**config.mk**
```make
export PLATFORM = sky130hd
export DESIGN_NAME = keypad_scanner
export DESIGN_NICKNAME = d
export VERILOG_FILES = /design/src/rtl/keypad_scanner.sv
export SDC_FILE = /design/constraint.sdc
export NUM_CORES = 1
export LEC_CHECK = 0
export ABC_AREA = 1
export CORE_UTILIZATION = 65
export CTS_CLUSTER_SIZE = 25
export DETAILED_ROUTE_END_ITERATION = 6
export DONT_BUFFER_PORTS = 1
export PLACE_DENSITY = 0.88
export SLEW_MARGIN = 5
export SYNTH_ARGS = -nofsm -noshare
export SYNTH_HDL_FRONTEND = slang
export SYNTH_SLANG_ARGS = --single-unit
export TNS_END_PERCENT = 5
```
**constraint.sdc**
```tcl
create_clock -name CLOCK_25 -period 6.19 [get_ports CLOCK_25]
set_input_delay 0.9285 -clock CLOCK_25 [delete_from_list [all_inputs] [get_ports CLOCK_25]]
set_output_delay 0.9285 -clock CLOCK_25 [all_outputs]
set_load 0.02 [all_outputs]
```
**src/rtl/keypad_scanner.sv**
```systemverilog
// 4x4 active-low matrix keypad scanner: row drive, 2-FF column synchroniser,
// lowest-index key selection per scan and scan-level debounce of the key code.
module keypad_scanner #(
    parameter int SCAN_DIV       = 25000,
    parameter int DEBOUNCE_SCANS = 8
) (
    input  logic       CLOCK_25,
    input  logic       reset,
    output logic [3:0] rows,
    input  logic [3:0] cols,
    output logic [3:0] keys,
    output logic       key_pressed,
    output logic       key_event
);

    localparam int DIV_W = $clog2(SCAN_DIV);
    localparam int CNT_W = $clog2(DEBOUNCE_SCANS + 1);
    localparam logic [DIV_W-1:0] DIV_LAST = DIV_W'(SCAN_DIV - 1);
    localparam logic [CNT_W-1:0] CNT_MAX  = CNT_W'(DEBOUNCE_SCANS);
    localparam logic [CNT_W-1:0] CNT_ONE  = CNT_W'(1);

    logic [3:0]       cols_p0, cols_p1;
    logic [DIV_W-1:0] div_cnt;
    logic [1:0]       row_idx;
    logic             scan_found;
    logic [3:0]       scan_code;
    logic             prev_found;
    logic [3:0]       prev_code;
    logic [CNT_W-1:0] stab_cnt;

    logic             last_div;
    logic [2:0]       row_sel;
    logic             cand_found;
    logic [3:0]       cand_code;
    logic [CNT_W-1:0] cnt_next;
    logic             out_differs;

    function automatic logic [3:0] key_code(input logic [1:0] r, input logic [1:0] c);
        logic [3:0] k;
        case ({r, c})
            4'd0:  k = 4'h1;
            4'd1:  k = 4'h2;
            4'd2:  k = 4'h3;
            4'd3:  k = 4'hA;
            4'd4:  k = 4'h4;
            4'd5:  k = 4'h5;
            4'd6:  k = 4'h6;
            4'd7:  k = 4'hB;
            4'd8:  k = 4'h7;
            4'd9:  k = 4'h8;
            4'd10: k = 4'h9;
            4'd11: k = 4'hC;
            4'd12: k = 4'hE;
            4'd13: k = 4'h0;
            4'd14: k = 4'hF;
            default: k = 4'hD;
        endcase
        return k;
    endfunction

    // Returns {hit, column} for the lowest-numbered low column.
    function automatic logic [2:0] lowest_col(input logic [3:0] c_n);
        logic [2:0] r;
        r = 3'b000;
        for (int i = 3; i >= 0; i--) begin
            if (!c_n[i]) r = {1'b1, 2'(i)};
        end
        return r;
    endfunction

    function automatic logic [CNT_W-1:0] sat_inc(input logic [CNT_W-1:0] v);
        return (v >= CNT_MAX) ? CNT_MAX : v + CNT_ONE;
    endfunction

    always_comb begin
        last_div    = (div_cnt == DIV_LAST);
        row_sel     = lowest_col(cols_p1);
        cand_found  = scan_found | row_sel[2];
        cand_code   = 4'h0;
        if (scan_found)      cand_code = scan_code;
        else if (row_sel[2]) cand_code = key_code(row_idx, row_sel[1:0]);
        cnt_next    = ({cand_found, cand_code} == {prev_found, prev_code}) ? sat_inc(stab_cnt) : CNT_ONE;
        out_differs = ({cand_found, cand_code} != {key_pressed, keys});
    end

    always_ff @(posedge CLOCK_25) begin
        if (reset) begin
            cols_p0     <= 4'hF;
            cols_p1     <= 4'hF;
            div_cnt     <= '0;
            row_idx     <= 2'd0;
            rows        <= 4'b1110;
            scan_found  <= 1'b0;
            scan_code   <= 4'h0;
            prev_found  <= 1'b0;
            prev_code   <= 4'h0;
            stab_cnt    <= '0;
            keys        <= 4'h0;
            key_pressed <= 1'b0;
            key_event   <= 1'b0;
        end else begin
            // synchroniser stage
            cols_p0   <= cols;
            cols_p1   <= cols_p0;
            key_event <= 1'b0;
            // scan / debounce stage
            if (last_div) begin
                div_cnt <= '0;
                row_idx <= row_idx + 2'd1;
                rows    <= ~(4'b0001 << (row_idx + 2'd1));
                if (row_idx == 2'd3) begin
                    scan_found <= 1'b0;
                    scan_code  <= 4'h0;
                    prev_found <= cand_found;
                    prev_code  <= cand_code;
                    stab_cnt   <= cnt_next;
                    if (cnt_next == CNT_MAX && out_differs) begin
                        key_pressed <= cand_found;
                        keys        <= cand_code;
                        key_event   <= cand_found;
                    end
                end else begin
                    scan_found <= cand_found;
                    scan_code  <= cand_code;
                end
            end else begin
                div_cnt <= div_cnt + DIV_W'(1);
            end
        end
    end

endmodule
```
Yosys cells after proc, flatten, opt, wreduce, memory -nomap -nowiden
Memories as Yosys holds them, arrays and structs flattened.
Index checks and enable logic that the tools add are counted.

word-level totals
  output and inout port bits = 10
  input bits = 6
  memory bits (read-only) = 64
  word-level logic and storage cells = 44
  memories = 1
  register bits after elaboration = 49

memory list
  name              depth  width  rd ports  clocked after Yosys merged registers in  write ports  line  RTL
  (name not given)  16     4      1         0                                        0            40    case ({r, c})

cells by class
  magnitude comparators = 1
  reductions and logical operators = 5
  bitwise operators = 5
  shift operators = 1
  muxes and demuxes = 10
  $add $sub $neg = 3
  eq/ne operators = 5

operator list
  operator               count
  $mux 4                 5
  $add 15x1->15 const B  1
  $eq 15x15->1 const B   1
  $mux 3                 4
  $eq 5x5->1             1
  $ne 5x5->1             1
  $add 4x1->4 const B    1
  $eq 4x4->1 const B     1
  $ge 4x4->1 const B     1
  $not 4->4              1
  $reduce_or 4->1        1
  $shl 1x2->4 const A    1
  $not 1->1              3
  $reduce_and 3->1       1
  $add 2x1->2 const B    1
  $eq 2x2->1 const B     1
  $reduce_and 2->1       1
  $reduce_or 2->1        1
  $logic_and 1x1->1      1
  $mux 1                 1
  $or 1x1->1             1

Logic depth before layout (Yosys ltp)
Gate-level depths: netlist (run 1).
An unclocked memory read counts as a cell.

  depth after elaboration = 13
  mapped depth = 20

Worst setup path before layout (run 1)
No wires, ideal clock.

  kind = register -> register
  start = register cols_p1[2]
  end = register keys[2]
  arrival time = 1.959 ns
  path slack = 4.116 ns
  library setup time = 0.115 ns
  cell stages (with the launch flop) = 17
  required time = 6.075 ns
  period minus slack after synthesis = 2.074 ns
  path buffers = 1
  cells stage by stage = dfxtp_1 -> nand2_1 -> nand3_1 -> inv_1 -> ha_1 -> or2_2 -> nand3_2 -> nand2_2 -> nand2_1 -> nand2_2 -> nor2_4 -> nand4_2 -> nor2_2 -> buf_6 -> nand3_1 -> nand2_1 -> nor2_1

on the way
  word-level cells in the longest chain between the ends = 11
  elaborated cells on any way between the ends = 13
  those cells by class = eq/ne: 3; mux: 6; bitwise: 1; reduce/logical: 2; memory: 1

ends and longest elaborated chain
  item                        line  RTL
  from (decl)                 22    logic [3:0] cols_p0, cols_p1;
  from (signal assigned)      104   cols_p1 <= cols_p0;
  $mux 3 (*) (3 in a row)     66    if (!c_n[i]) r = {1'b1, 2'(i)};
  $mem_v2 16x4                n/a
  $mux 4                      81    else if (row_sel[2]) cand_code = key_code(row_idx, row_sel[1:0]);
  $mux 4                      80    if (scan_found) cand_code = scan_code;
  $eq 5x5->1                  82    cnt_next = ({cand_found, cand_code} == {prev_found, prev_code}) ? sat_inc(stab_cnt) : CNT_ONE;
  $mux 4                      82
  $eq 4x4->1                  117   if (cnt_next == CNT_MAX && out_differs) begin
  $logic_and 1x1->1           117
  $reduce_and 3->1 (no line)  n/a
  to (signal assigned)        119   keys <= cand_code;
  to (decl)                   11    output logic [3:0] keys,

Mark *: on every way between the ends. The rest lies on a longest branch, timed or not.
A chain may end at the register's enable or synchronous reset.

Final worst setup path (run 1)
  start = register cols_p1[3]
  end = register keys[0]

on the way
  word-level cells in the longest chain between the ends = 12
  elaborated cells on any way between the ends = 14
  those cells by class = eq/ne: 3; mux: 7; bitwise: 1; reduce/logical: 2; memory: 1

ends and longest elaborated chain
  item                        line
  $mux 3 (*) (4 in a row)     66
  $mem_v2 16x4                n/a
  $mux 4                      81
  $mux 4                      80
  $eq 5x5->1                  82
  $mux 4                      82
  $eq 4x4->1                  117
  $logic_and 1x1->1           117
  $reduce_and 3->1 (no line)  n/a

Marks and branches as above.

==> results of run 1 <==
logic make-up after synthesis:
logic type | Yosys count | synth area share
AOI/OAI and AO/OA | 52 | 0.114
xor gates and xnor gates | 4 | 0.0143
adders and majority gates | 12 | 0.0613
buffers and inverters | 51 | 0.0818
DFF | 49 | 0.401
and+or+nand+nor | 159 | 0.328
worst max-delay path: stages, from the launching register on:
cell and delay (ns):
dfxtp_1 0.34, inv_1 0.04, nand2_1 0.06, nand2_1 0.08, nand2_1 0.13, inv_1 0.08, ha_1 0.28, nand2_1 0.05
nand2_1 0.07, nand2_1 0.06, nand3_2 0.11, nand2_2 0.08, nand2_2 0.06, nand3_2 0.07, nor2_4 0.13, nand4_2 0.10
nor2_2 0.36, nand3_1 0.16, nand2_1 0.08, nor2_1 0.04
sequential cells by signal, summed over array words and instances, names as in the netlist:
signal,cells
cols_p0,4
cols_p1,4
div_cnt,15
key_event,1
key_pressed,1
keys,4
prev_code,4
prev_found,1
row_idx,2
rows,4
scan_code,4
scan_found,1
stab_cnt,4
path summary, 6_finish.rpt:
path              slack (ns)  cells past startpoint    endpoint  startpoint
setup / recovery        3.70                     19     keys[0]  cols_p1[3]
hold / removal          0.42                      1  cols_p1[3]  cols_p0[3]
setup reg to reg        3.70                     19     keys[0]  cols_p1[3]
hold reg to reg         0.42                      1  cols_p1[3]  cols_p0[3]
layout make-up:
class	instances	area share
flip-flops and latches	49	0.383
well taps	46	0.0224
inverters	46	0.0674
clock buffers	7	0.0337
multi-input cells	227	0.494
report_power, final:
part | internal (W) | switching (W) | leakage, nW
clock network | 0.0000888 | 0.000100 | 0.0443
registers | 0.000319 | 0.00000250 | 0.397
logic | 0.0000149 | 0.0000289 | 0.597
per-stage QoR:
stage                     instance area, µm²  hold WS (ns)  setup WS, ns
after CTS                               2560         0.422          3.73
after detailed placement                2480         0.402          3.74
after global placement                  2480         0.391          3.81
after floorplan                         2450         0.389          4.12
final                                   2560         0.419          3.70
after global routing                    2560         0.430          3.34
Yosys cell counts (2+ instances only):
cell type | number | area [µm²]
nor3_1 | 6 | 30.0
nand2_1 | 59 | 221
nor2_1 | 24 | 90.1
clkbuf_1 | 3 | 11.3
xnor2_1 | 2 | 17.5
ha_1 | 12 | 150
nand2_2 | 9 | 56.3
nand3b_1 | 2 | 15.0
dfxtp_1 | 49 | 981
inv_2 | 3 | 11.3
or2_2 | 9 | 56.3
nor2_2 | 3 | 18.8
nand3_1 | 24 | 120
nand4_1 | 10 | 62.6
inv_1 | 42 | 158
xor2_1 | 2 | 17.5
a21oi_1 | 26 | 130
nor2_4 | 4 | 45.0
nand3_2 | 5 | 50.1
o21ai_0 | 19 | 95.1
metal layers:
layer | vias up | track usage | wire [µm]
met3 | 12 | 0.0707 | 293
met1 | 940 | 0.342 | 2080
met2 | 61 | 0.435 | 2240
li1 | 1070 | - | -
met4 | 0 | 0.105 | 93
met5 | - | 0 | 0
==> impl_metrics.csv, run 1 <==
group,metric,value,unit
timing,slew_viol_final,0,
worst_hold_path,hp-class,"reg -> reg",
synthesis,syn_area_per_cell,7.48,µm²
routing,drt-pass1-iter-count,4,
cells_and_area,syn_to_final_growth,4.75,%
global_route,grt_util_all_layers,0.270,
synthesis,yosysSeqAreaShare,0.401,
place,dp_cells,368,
clock_tree,ctsHtreeMaxLevel,2,
routing,ant_nets,0,
timing,tightest_slew,0.720,ns
clock_tree,cts_sinks,49,
timing,fin_crit,2.49,ns
cells_and_area,final_common_cell,"nand2_1",
cells_and_area,final_cell_mix,"59 x nand2_1, 49 x dfxtp_1, 42 x inv_1",
place,io_buffers,0,
die,die_h,63.4,µm
timing,fmax,401,MHz
routing,vias,2083,
timing,hold_violations,0,
synthesis,syn_nets,345,
clock_tree,postCtsSetupBuffers,0,
timing,maxSlewHeadroom,0.518,
place,place_hpwl,3530,µm
synthesis,synthArstFlopShare,0,
clock_tree,clk_latency,0.30,ns
cells_and_area,fin_cells,375,
power_and_ir_drop,ir_worst_vdd,173,µV
clock_tree,cts_tree,"built",
setup_path,endpoint_kind,"flop",
routing,drt-wirelength-per-cell,12.5,µm
timing,rsz0062_at_grt,"no",
setup_path,worstSetupPathType,"reg -> reg",
cells_and_area,antennaDiodeCount,0,
global_route,overflow,0,
timing,timing.final.setup_violations,0,
cells_and_area,fillers,259,
die,core_area,0.00347,mm²
timing,fin_skew,0.00940,ns
power_and_ir_drop,power.leakage,1.04,nW
global_route,grt_pass1_vias,1938,
clock_tree,cts_resized,0,
timing,fin_setup_tns,0,ns
clock_tree,cts_buffers,5,
setup_path,startpoint_type,"flop",
die,start_util,0.706,
cells_and_area,final_util,0.739,
routing,finalWirelength,4700,µm
power_and_ir_drop,total_power,0.000554,W
clock_tree,clk_pin_slew,0.08,ns
synthesis,synth-main-ff-cell,"dfxtp_1",
global_route,grt_pass1_wl,8550,µm
cells_and_area,fin_nets,347,
synthesis,ys_warn_count,0,
routing,drcViolationCount,0,
die,row_count,21,
synthesis,syn-instance-count,327,
global_route,antenna_found_initial,0,
synthesis,ys_types,34,
synthesis,syn-cell-area,0.00245,mm²
setup_path,crit_arrival,2.69,ns
run_status,status,"finished, final reports clean",
job,max_cap_violations,0,
cells_and_area,seq_area,981,µm²
setup_path,path_max_fanout,11,
clock_tree,ctsHoldBuffers,0,
routing,vias_per_cell,5.55,
setup_path,cp.required,6.39,ns
power_and_ir_drop,powerDensity,216,mW/mm²
die,dieArea,0.00401,mm²
synthesis,synth-edff-count,0,
cells_and_area,drive_above_1_share,0.131,
routing,drtIter0Drc,206,
synthesis,ys_ff_latch,49,
cells_and_area,multi_input_area,0.00127,mm²
timing,fin_crit_sh,0.403,
global_route,grt_max_degree,18,
die,die_w,63.4,µm
place,gp_congestion,0.835,
clock_tree,cts-root-buf,"clkbuf_8",
die,io_pins,16,
clock_tree,cts_buffer_depth,2,
No activity file was read; power rests on OpenSTA's default activity.
==> run 2: changes to the inputs <==
CORE_UTILIZATION = 56   (was 65)
PLACE_DENSITY = 0.81   (was 0.88)
clock period = 2.1 ns   (was 6.19 ns; I/O delays follow)
==> run 2 against run 1 <==
  * The flow now finishes with violations (setup timing)
  * First-iteration DRC count shrank 42%
  * Clock power grew to 2.8 times the previous value
  * Register-to-register slack lost 3.8 ns
  * Setup slack lost 3.8 ns
  * Via count grew 3.1%
  * Wire length grew 8.6%
  * Hold slack lost 0.35 ns
  * Final cell count grew 6.7%
  * Count of clock-buffer cells in the layout shrank 1
  * Largest power group unchanged
  * Highest routed layer unchanged
==> impl_metrics.csv, run 2 (synthesis gave the netlist of run 1 again) <==
group,metric,value,unit
timing,fin_crit_sh,1.05,
run_status,status,"finished, violations left",
power_and_ir_drop,p_clk_frac,0.328,
routing,ant_nets,0,
timing,maxSlewHeadroom,0.700,
timing,slew_viol_final,0,
setup_path,rr_startpoint,"cols_p1[3]",
power_and_ir_drop,power_switching,0.000410,W
worst_hold_path,hp-class,"in -> reg",
global_route,grt_max_degree,18,
die,die_w,68.1,µm
setup_path,rr_endpoint,"keys[1]",
power_and_ir_drop,ir_worst_vdd,385,µV
setup_path,r2r_setup_slack,-0.11,ns
clock_tree,cts_tree,"built",
die,core_area,0.00409,mm²
cells_and_area,final_cell_mix,"57 x nand2_1, 46 x dfxtp_1, 41 x inv_1",
place,place_hpwl,3820,µm
place,dp_cells,391,
clock_tree,postCtsSetupBuffers,0,
worst_hold_path,min_from,"reset",
clock_tree,cts_buffer_depth,2,
setup_path,crit_family,"simple AND/OR/NAND/NOR gates",
global_route,grt_pass1_wl,8160,µm
timing,hold_violations,0,
timing,fin_ws,-0.109,ns
setup_path,crit_buf_inv,2,
setup_path,crit_path_cell_trace,"inv_1 > nand2_1 > nand2_2 > nand2_2 > inv_2 > ha_4 > nand2_1 > nand2_1 > nand2_1 > nand3_2 > nand2_2 > nand2_2 > nand3_2 > nor2_4 > nand3_1 > nor2_4 > nor2_2 > a21oi_1 > nor2_1",
cells_and_area,fin_nets,367,
timing,timing.final.setup_violations,6,
power_and_ir_drop,p_int,0.00123,W
global_route,antenna_found_initial,0,
setup_path,slowest_stage,"dfxtp_2",
timing,rsz0062_at_grt,"yes",
worst_hold_path,hold_depth,1,
setup_path,startpoint_type,"flop",
timing,hold_ws,0.0680,ns
timing,fmax,453,MHz
cells_and_area,syn_to_final_growth,12.5,%
setup_path,cp.required,2.30,ns
clock_tree,cts_buffers,5,
place,io_buffers,0,
cells_and_area,final_common_cell,"nand2_1",
power_and_ir_drop,power.leakage,1.13,nW
die,io_pins,16,
timing,fin_crit,2.21,ns
clock_tree,cts-root-buf,"clkbuf_8",
global_route,overflow,0,
clock_tree,clk_pin_slew,0.08,ns
die,row_count,23,
setup_path,worstSetupPathType,"reg -> reg",
clock_tree,cts_sinks,49,
routing,vias_per_cell,5.37,
job,max_cap_violations,0,
cells_and_area,antennaDiodeCount,0,
routing,finalWirelength,5110,µm
die,dieArea,0.00464,mm²
routing,drt-pass1-iter-count,4,
setup_path,endpoint_kind,"flop",
clock_tree,clk_latency,0.30,ns
die,die_h,68.1,µm
power_and_ir_drop,comb_power_share,0.094,
global_route,grt_util_all_layers,0.235,
timing,tightest_slew,0.449,ns
setup_path,reg2regPathDepth,19,
die,start_util,0.599,
place,gp_congestion,0.916,
cells_and_area,largest_register_ffs,15,
setup_path,slowest_delay,0.33,ns
cells_and_area,final_util,0.674,
run_status,violations,"setup timing",
cells_and_area,fin_cells,400,
cells_and_area,top_register,"div_cnt",
power_and_ir_drop,p_sw_frac,0.250,
routing,drtIter0Drc,119,
timing,fin_skew,0.00137,ns
setup_path,path_max_fanout,5,
cells_and_area,drive_above_1_share,0.209,
worst_hold_path,hold_end,"stab_cnt[3]",
place,pre_cts_ws,-0.121,ns
routing,drcViolationCount,0,
power_and_ir_drop,p_seq_frac,0.578,
global_route,grt_pass1_vias,1882,
routing,vias,2147,
clock_tree,ctsHtreeMaxLevel,2,
power_and_ir_drop,powerDensity,595,mW/mm²
setup_path,crit_arrival,2.41,ns
routing,drt-wirelength-per-cell,12.8,µm
run 2: how the worst max path moves through the flow:
stage / startpoint / end / slack, ns / cells past startpoint
after floorplan: cols_p1[2] / keys[2] / 0.03 / 16
after global placement: cols_p1[3] / keys[0] / -0.03 / 20
after detailed placement: cols_p1[3] / keys[1] / -0.12 / 20
after CTS: cols_p1[3] / key_pressed / -0.05 / 20
after global routing: cols_p1[3] / keys[1] / -0.24 / 20
final: cols_p1[3] / keys[1] / -0.11 / 19
run 2: final cells by class:
| type | count | area, µm² |
|---|---|---|
| multi-input combinational | 228 | 1310 |
| clock inverter | 2 | 10.0 |
| fill | 343 | 1330 |
| tap | 50 | 62.6 |
| inverter | 46 | 173 |
| sequential | 49 | 985 |
| clock buffer | 6 | 72.6 |
| timing repair buffer | 19 | 146 |
run 2: metal layers:
metal	wire (µm)	vias to the layer above	global-route usage
li1	-	1115	-
met1	2520	974	0.317
met2	2290	50	0.368
met3	217	8	0.0517
met4	73	0	0.0807
met5	0	-	0
run 2: through the flow:
| step | TNS (ns) | cell area, µm² | total power [W] |
|---|---|---|---|
| 2_1_floorplan | 0 | 2450 | 0.00107 |
| 3_3_place_gp | -0.108 | 2630 | 0.00111 |
| 3_5_place_dp | -0.596 | 2630 | 0.00111 |
| 4_1_cts | -0.228 | 2730 | 0.00165 |
| 5_1_grt | -1.60 | 2750 | 0.00170 |
| 6_report | -0.496 | 2750 | 0.00164 |
run 2: timing repair:
item	in CTS	in global routing
resized for setup	7	4
cloned	0	1
pin swaps	1	1
setup endpoints to repair	8	9
hold buffers	0	0
run 2: power groups by stage:
stage               sequential (W)  combinational, W  clock [W]
floorplan                 0.000967          0.000107          0
global placement          0.000968          0.000138          0
detailed placement        0.000968          0.000143          0
CTS                       0.000947          0.000148   0.000552
global route              0.000949          0.000172   0.000579
finish                    0.000947          0.000154   0.000538
==> run 3: changes to the inputs <==
ABC_AREA = not set   (was 1)
CELL_PAD_IN_SITES_DETAIL_PLACEMENT = 0   (was not set)
CELL_PAD_IN_SITES_GLOBAL_PLACEMENT = 1   (was not set)
CORE_UTILIZATION = 43   (was 56)
==> run 3 against run 2 <==
  * The flow still finishes with violations (setup timing)
  * Total power is 3.9% higher
  * Clock power grew 5.4%
  * Synthesized cell count decreased by 3.4%
  * Final cell count is 9.0% higher
  * Wire length up 13%
  * Largest cell class unchanged
  * Highest routed layer unchanged
==> impl_metrics.csv, run 3 <==
group,metric,value,unit
run_status,status,"finished, violations left",
run_status,violations,"setup timing",
routing,finalWirelength,5790,µm
setup_path,cp-endpoint,"key_pressed",
die,row_count,28,
setup_path,rr_startpoint,"cols_p1[3]",
die,die_h,81.4,µm
job,max_cap_violations,0,
worst_hold_path,hold_depth,1,
routing,drt-pass1-iter-count,4,
cells_and_area,final_common_cell,"nor2_1",
place,gp_congestion,0.792,
power_and_ir_drop,ir_worst_vdd,374,µV
routing,drcViolationCount,0,
global_route,grt_pass1_vias,2211,
synthesis,synth_top_area_share,0.362,
synthesis,synth-main-ff-cell,"dfxtp_1",
clock_tree,ctsHtreeMaxLevel,2,
die,start_util,0.452,
setup_path,crit_start,"cols_p1[3]",
global_route,antenna_found_initial,0,
power_and_ir_drop,powerDensity,517,mW/mm²
global_route,grt_max_degree,38,
clock_tree,clk_latency,0.31,ns
synthesis,syn-instance-count,316,
cells_and_area,largest_register_ffs,15,
setup_path,crit_arrival,2.79,ns
place,io_buffers,0,
timing,fin_crit,2.58,ns
die,die_w,81.4,µm
place,place_hpwl,4310,µm
clock_tree,cts_buffers,5,
place,placed_area,0.00316,mm²
global_route,grt_util_all_layers,0.194,
timing,hold_violations,0,
routing,vias_per_cell,5.32,
global_route,overflow,0,
setup_path,cp.required,2.31,ns
clock_tree,cts_tree,"built",
die,io_pins,16,
setup_path,slowest_delay,0.33,ns
clock_tree,cts-root-buf,"clkbuf_8",
synthesis,ys_warn_count,0,
clock_tree,cts_sinks,49,
setup_path,path_max_fanout,3,
global_route,grt_pass1_wl,10000,µm
synthesis,synth_area_leaders,"dfxtp_1 36%, nor2_1 7.3%, ha_1 5.5%, inv_1 2.4%, nand2_1 2.4%",
cells_and_area,seq_area,988,µm²
power_and_ir_drop,power.leakage,1.32,nW
routing,drt-wirelength-per-cell,13.3,µm
clock_tree,clk_pin_slew,0.10,ns
setup_path,slowest_stage,"dfxtp_2",
synthesis,ys_ff_latch,49,
timing,fin_ws,-0.481,ns
cells_and_area,antennaDiodeCount,0,
cells_and_area,fin_cells,436,
setup_path,crit_path_cell_trace,"buf_4 > a21oi_4 > inv_2 > ha_2 > or2_0 > a32o_2 > or3_1 > mux2_2 > nand4_1 > nor2b_4 > mux2_4",
synthesis,yosysTopAreaCell,"dfxtp_1",
power_and_ir_drop,total_power,0.00170,W
cells_and_area,final_area,0.00329,mm²
cells_and_area,drive_above_1_share,0.274,
timing,fin_crit_sh,1.23,
die,core_area,0.00599,mm²
global_route,grt_use_met1,0.248,
cells_and_area,top_register,"div_cnt",
synthesis,yosysMostFrequentCell,"nor2_1",
cells_and_area,fillers,571,
cells_and_area,final_cell_mix,"53 x nor2_1, 50 x buf_4, 45 x dfxtp_1",
synthesis,syn_area_per_cell,8.57,µm²
global_route,globalRouteMet2Util,0.316,
synthesis,yosysSeqAreaShare,0.362,
timing,timing.final.setup_violations,10,
setup_path,startpoint_type,"flop",
cells_and_area,syn_to_final_growth,21.7,%
setup_path,endpoint_kind,"flop",
place,pre_cts_ws,-0.492,ns
setup_path,r2r_setup_slack,-0.48,ns
synthesis,yosys-top-cells-count,"53 x nor2_1, 49 x dfxtp_1, 17 x inv_1, 17 x nand2_1",
routing,drtIter0Drc,79,
place,dp_cells,427,
clock_tree,cts_buffer_depth,2,
timing,fin_setup_tns,-3.48,ns
routing,ant_nets,0,
cells_and_area,fin_nets,378,
global_route,use_met3,0.0416,
timing,tightest_slew,0.514,ns
timing,maxSlewHeadroom,0.649,
timing,fin_skew,0.00727,ns
global_route,top_usage_layer,"met2",
synthesis,syn-cell-area,0.00271,mm²
die,dieArea,0.00662,mm²
timing,rsz0062_at_grt,"yes",
cells_and_area,multi_input_area,0.00167,mm²
setup_path,reg2regPathDepth,11,
routing,vias,2319,
timing,fmax,387,MHz
synthesis,synthArstFlopShare,0,
setup_path,worstSetupPathType,"reg -> reg",
clock_tree,ctsHoldBuffers,0,
worst_hold_path,hp-class,"in -> reg",
setup_path,rr_endpoint,"key_pressed",
synthesis,syn_nets,334,
synthesis,synth-edff-count,0,
synthesis,ys_types,66,
timing,slew_viol_final,0,
-- run 3: logic make-up after synthesis --
group           share of synthesized area
simple gates                        0.295
compound gates                      0.160
flops                               0.362
buf+inv                            0.0481
xor+xnor                           0.0513
fa+ha+maj                          0.0555
mux                                0.0273
-- run 3: area by class of cell --
cell class	instances	share of cell area
tap	75	0.0285
clock inverter	3	0.00646
sequential	49	0.300
multi-input combinational	236	0.507
timing repair buffer	51	0.117
inverter	17	0.0194
clock buffer	5	0.0209
-- run 3: worst max-delay path: cells and delay by family (launching register included) --
kind	cells	cell delay (ns)
AO/OA/AOI/OAI	2	0.42
adder cells (fa/ha/maj)	1	0.16
buffers and inverters	2	0.18
flip-flops	1	0.33
multiplexers	2	0.57
AND/OR/NAND/NOR	4	0.81
-- run 3: worst min path at each step --
| stage | startpoint | endpoint |
|---|---|---|
| after floorplan | cols_p0[2] | cols_p1[2] |
| after global placement | reset | prev_code[0] |
| after detailed placement | reset | row_idx[0] |
| after CTS | reset | prev_code[1] |
| after global routing | reset | row_idx[1] |
| final | reset | prev_code[1] |
-- run 3: timing repair --
item	in CTS	in global routing
pin swaps	4	2
setup buffers	1	0
gates cloned	0	0
setup endpoints to repair	12	12
gates resized for setup	10	1
-- run 3: metal layers --
| metal | wire length [µm] | up-vias |
|---|---|---|
| met4 | 114 | 0 |
| met5 | 0 | - |
| li1 | - | 1193 |
| met2 | 2630 | 36 |
| met3 | 194 | 9 |
| met1 | 2850 | 1081 |
-- run 3: through the flow --
step                utilization  hold slack, ns
global placement          0.527           0.391
CTS                       0.549          0.0572
finish                    0.550          0.0640
global route              0.550          0.0513
detailed placement        0.527           0.392
floorplan                     -           0.389
-- run 3: report_power, final --
group	switching (W)	internal (W)	total (W)
registers	0.00000768	0.000940	0.000948
logic	0.0000892	0.0000990	0.000188
clock network	0.000330	0.000237	0.000567
